--- src/rtl/skid_buffer_pipe.sv ---
// rtl/skid_buffer_pipe.sv - two-entry registered valid/ready skid buffer
// Optional sticky upstream protocol checker: SKID_BUFFER_PIPE_PROTOCOL_CHECK_EN
module skid_buffer_pipe #(
  parameter int DATA_WIDTH = 8
) (
  input  logic                  clk,
  input  logic                  reset,
  input  logic                  valid_in,
  input  logic [DATA_WIDTH-1:0] data_in,
  output logic                  ready_out,
  output logic                  valid_out,
  output logic [DATA_WIDTH-1:0] data_out,
`ifdef SKID_BUFFER_PIPE_PROTOCOL_CHECK_EN
  output logic                  protocol_err,
`endif
  input  logic                  ready_in
);

  localparam logic [1:0] ST_EMPTY = 2'd0;
  localparam logic [1:0] ST_BUSY  = 2'd1;
  localparam logic [1:0] ST_FULL  = 2'd2;

  logic [1:0]            state_q, state_d;
  logic [DATA_WIDTH-1:0] out_q, out_d;
  logic [DATA_WIDTH-1:0] skid_q, skid_d;
  logic                  ready_q, valid_q;
  logic                  acc, fire;

  assign acc  = valid_in & ready_q;
  assign fire = valid_q & ready_in;

  always_comb begin
    state_d = state_q;
    out_d   = out_q;
    skid_d  = skid_q;
    case (state_q)
      ST_EMPTY: begin
        if (acc) begin
          out_d   = data_in;
          state_d = ST_BUSY;
        end
      end
      ST_BUSY: begin
        if (acc && fire) begin
          out_d = data_in;
        end else if (acc) begin
          skid_d  = data_in;
          state_d = ST_FULL;
        end else if (fire) begin
          state_d = ST_EMPTY;
        end
      end
      ST_FULL: begin
        // ready_out is low here, so the only move is draining the skid entry
        if (fire) begin
          out_d   = skid_q;
          state_d = ST_BUSY;
        end
      end
      default: state_d = ST_EMPTY;
    endcase
  end

  always_ff @(posedge clk) begin
    if (reset) begin
      state_q <= ST_EMPTY;
      out_q   <= '0;
      skid_q  <= '0;
      ready_q <= 1'b0;
      valid_q <= 1'b0;
    end else begin
      state_q <= state_d;
      out_q   <= out_d;
      skid_q  <= skid_d;
      ready_q <= (state_d != ST_FULL);
      valid_q <= (state_d != ST_EMPTY);
    end
  end

  assign ready_out = ready_q;
  assign valid_out = valid_q;
  assign data_out  = out_q;

`ifdef SKID_BUFFER_PIPE_PROTOCOL_CHECK_EN
  logic                  stall_q;
  logic [DATA_WIDTH-1:0] stall_data_q;
  logic                  err_q;

  // A stalled beat must stay offered, unchanged, on the following cycle
  always_ff @(posedge clk) begin
    if (reset) begin
      stall_q      <= 1'b0;
      stall_data_q <= '0;
      err_q        <= 1'b0;
    end else begin
      stall_q      <= valid_in & ~ready_q;
      stall_data_q <= data_in;
      if (stall_q && (!valid_in || (data_in != stall_data_q))) begin
        err_q <= 1'b1;
      end
    end
  end

  assign protocol_err = err_q;
`endif

endmodule

--- config.mk ---
export PLATFORM = sky130hd
export DESIGN_NAME = skid_buffer_pipe
export DESIGN_NICKNAME = d
export VERILOG_FILES = /design/src/rtl/skid_buffer_pipe.sv
export SDC_FILE = /design/constraint.sdc
export NUM_CORES = 1
export LEC_CHECK = 0
export CAP_MARGIN = 20
export CORE_ASPECT_RATIO = 0.8
export CORE_MARGIN = 2
export CORE_UTILIZATION = 30
export CTS_CLUSTER_DIAMETER = 40
export DETAILED_ROUTE_END_ITERATION = 8
export GPL_ROUTABILITY_DRIVEN = 0
export PLACE_DENSITY = 0.62
export SLEW_MARGIN = 5
export SYNTH_ARGS = -nofsm -noshare
export SYNTH_HDL_FRONTEND = slang
export SYNTH_SLANG_ARGS = --single-unit
export TNS_END_PERCENT = 1
--- constraint.sdc ---
create_clock -name clk -period 1.4 [get_ports clk]
set_input_delay 0.42 -clock clk [delete_from_list [all_inputs] [get_ports clk]]
set_output_delay 0.42 -clock clk [all_outputs]
set_load 0.05 [all_outputs]
==> out/qor.txt <==
Status: completed
Slowest cell on crit path: dfxtp_1
Worst-margin pin slew: 0.260 ns
Worst setup margin: 0.126 ns
Chip Height: 52.6 um
Synth unique cells: 23
Max Fclk: 0.785 GHz
Critical path cell sequence: and3b_2 -> nand3_4 -> mux2i_1 -> nor2_1
Initial antenna violation count: 0
P_leak: 0.639 nW
Cell Area, Placed: 1290 um2
Htree depth: 1
Met1 Use GR: 0.141
PnR Total Power: 1.46 mW
Worst R2R Start: state_q[1]
# IOs: 22
M2 GR Usage: 0.216
Instance count of the mapped netlist: 84
Synth Register Bits: 20
Worst Path Required: 1.56 ns
Synthesized area: 885 um2
Floorplan core area: 2790 um2
Final max-slew violation count: 0
Vias per std cell: 4.76
M3 GR Usage: 0.0516
Finished Cell Area: 1370 um2
# rows: 17
Ys Warns: 0
Largest net degree at the start of global routing: 21
Port buffer count: 21
Remaining global-route overflow: 0
CP Max Fanout: 8
Setup bufs post-CTS: 0
Starting density of the core: 0.317
Hold EP: skid_q[7]
Drt wl/cell: 12.3 um
Post-route ant nets: 0
PD cells: 1070 nW/um2
Most frequent cells in the layout: dfxtp_1, mux2i_1, buf_12
WHS Path Cells: 2
Iter 0 DRT Violations: 21
WP data arrival: 1.43 ns
Total Nets Final: 128
Drt first pass iters: 2
Total CTS buffers: 3
DRC viols: 0
Largest stage delay, worst path: 0.44 ns
Final wirelength: 1880 um
Max VDD drop: 701 uV
Crit share post-route: 0.910
Minimum clock period: 1.27 ns
RR Endpoint: skid_q[4]
Clk Latency, worst-skew pair: 0.26 ns
Final Hold Vio Count: 0
Clk sink count: 20
Area Overhead vs Synth: 55.3%
Type of destination of the critical path: register
Post-Syn Area per Cell: 10.5 um2
Worst r2r path cells: 4
Rel. slew slack: 0.826
Startpoint types: register
CTS root buf: clkbuf_8
TritonCTS clock tree: done
Setup-failing EPs final: 0
DP Wirelength: 1370 um
Pre-CTS WS: -0.465 ns
Most common cell after layout, fill and taps aside: dfxtp_1
Clock transition at the registers of the reported paths: 0.07 ns
Global-route wire length before repair: 3190 um
HP Class: reg -> reg
Most used routing layer: met2
Unrepaired setup endpoints after global routing: no
Worst Hold Launch: skid_q[7]
Via count: 728
Flop2flop setup slack: 0.13 ns
Post-Route Skew: 0.00223 ns
Synth Net Count: 96
Max-cap violation count: 0
Vias in the first global route: 719
Chip width: 64.7 um
Layout cells sized above 1: 0.304
Clk buf depth: 2
WS Path Type: reg -> reg
Inserted Diodes: 0
Sequential share of the synthesized area: 0.453
Total GRT Usage: 0.125
Die ar.: 3400 um2
==> flip-flops by register name, indices dropped and copies added (netlist names) <==
name and cells:
skid_q 8, data_out 8, state_q 2, ready_out 1, valid_out 1
==> synthesized netlist by cell type <==
library cell	instances	area (um2)
nor3_1	8	40.0
and3b_1	1	8.76
and3_2	1	7.51
a221oi_1	1	8.76
nand2_1	4	15.0
clkbuf_1	1	3.75
nand2_2	1	6.26
o22a_2	1	10.0
nand3_2	1	10.0
o22ai_2	1	12.5
buf_12	1	20.0
mux2i_1	16	160
a21o_1	1	7.51
dfxtp_1	20	400
nor2_2	1	6.26
nand3b_4	1	20.0
dlygate4sd1_1	1	8.76
a211oi_1	8	60.1
a21oi_1	3	15.0
nor2_1	9	33.8
nand2b_4	1	13.8
o21bai_1	1	7.51
o21ai_2	1	8.76
==> through the flow <==
step           hold WS [ns]   util  cells  setup TNS, ns
2_1_floorplan         0.463      -     84              0
3_3_place_gp          0.474  0.464    149          -6.87
3_5_place_dp          0.486  0.464    149          -7.34
4_1_cts               0.502  0.493    153              0
5_1_grt               0.539  0.493    153              0
6_report              0.503  0.493    153              0
==> how the worst max path moves through the flow <==
| stage | start | slack (ns) | cells past startpoint | to |
|---|---|---|---|---|
| final | state_q[1] | 0.13 | 4 | skid_q[4] |
| after global routing | state_q[1] | 0.05 | 4 | skid_q[6] |
| after CTS | state_q[1] | 0.12 | 5 | data_out[4] |
| after detailed placement | valid_in | -0.46 | 5 | skid_q[3] |
| after global placement | valid_in | -0.43 | 5 | skid_q[3] |
| after floorplan | ready_out | 0.08 | 4 | skid_q[0] |
==> logic make-up (layout without fill, tap and decap cells) <==
| kind of cell | after synthesis | after routing | synth area share |
|---|---|---|---|
| flops | 20 | 20 | 0.453 |
| simple gates | 28 | 28 | 0.182 |
| buf+inv | 3 | 34 | 0.0368 |
| compound gates | 17 | 17 | 0.147 |
| mux | 16 | 16 | 0.181 |
==> area by class of cell <==
cell class,instances,area (um2)
Sequential cell,20,403
Timing Repair Buffer,30,388
Tap cell,38,47.5
Multi-Input combinational cell,61,480
Clock buffer,4,55.1
Fill cell,264,1410
==> critical path, delay by kind of cell (launching register included) <==
family	cells	cell delay, ns
and+or+nand+nor	3	0.50
DFF	1	0.44
muxes	1	0.23
==> report_power, final <==
| part | leakage [nW] | switching, mW | internal (mW) |
|---|---|---|---|
| clock | 0.0288 | 0.187 | 0.250 |
| combinational | 0.447 | 0.188 | 0.199 |
| sequential | 0.164 | 0.0360 | 0.604 |
| total | 0.639 | 0.411 | 1.05 |
==> metal layers <==
layer / part of all wire / vias up / wire length [um]
met3: 0.050 / 0 / 94
met2: 0.49 / 17 / 918
met1: 0.46 / 337 / 863
li1: - / 374 / -
met4: 0 / 0 / 0
met5: 0 / - / 0
==> repair_timing <==
item | CTS | global route
gates resized for setup | 7 | 0
hold buffers | 0 | 0
endpoints found under the setup margin | 16 | 0
(Power assumes the default switching activity.)
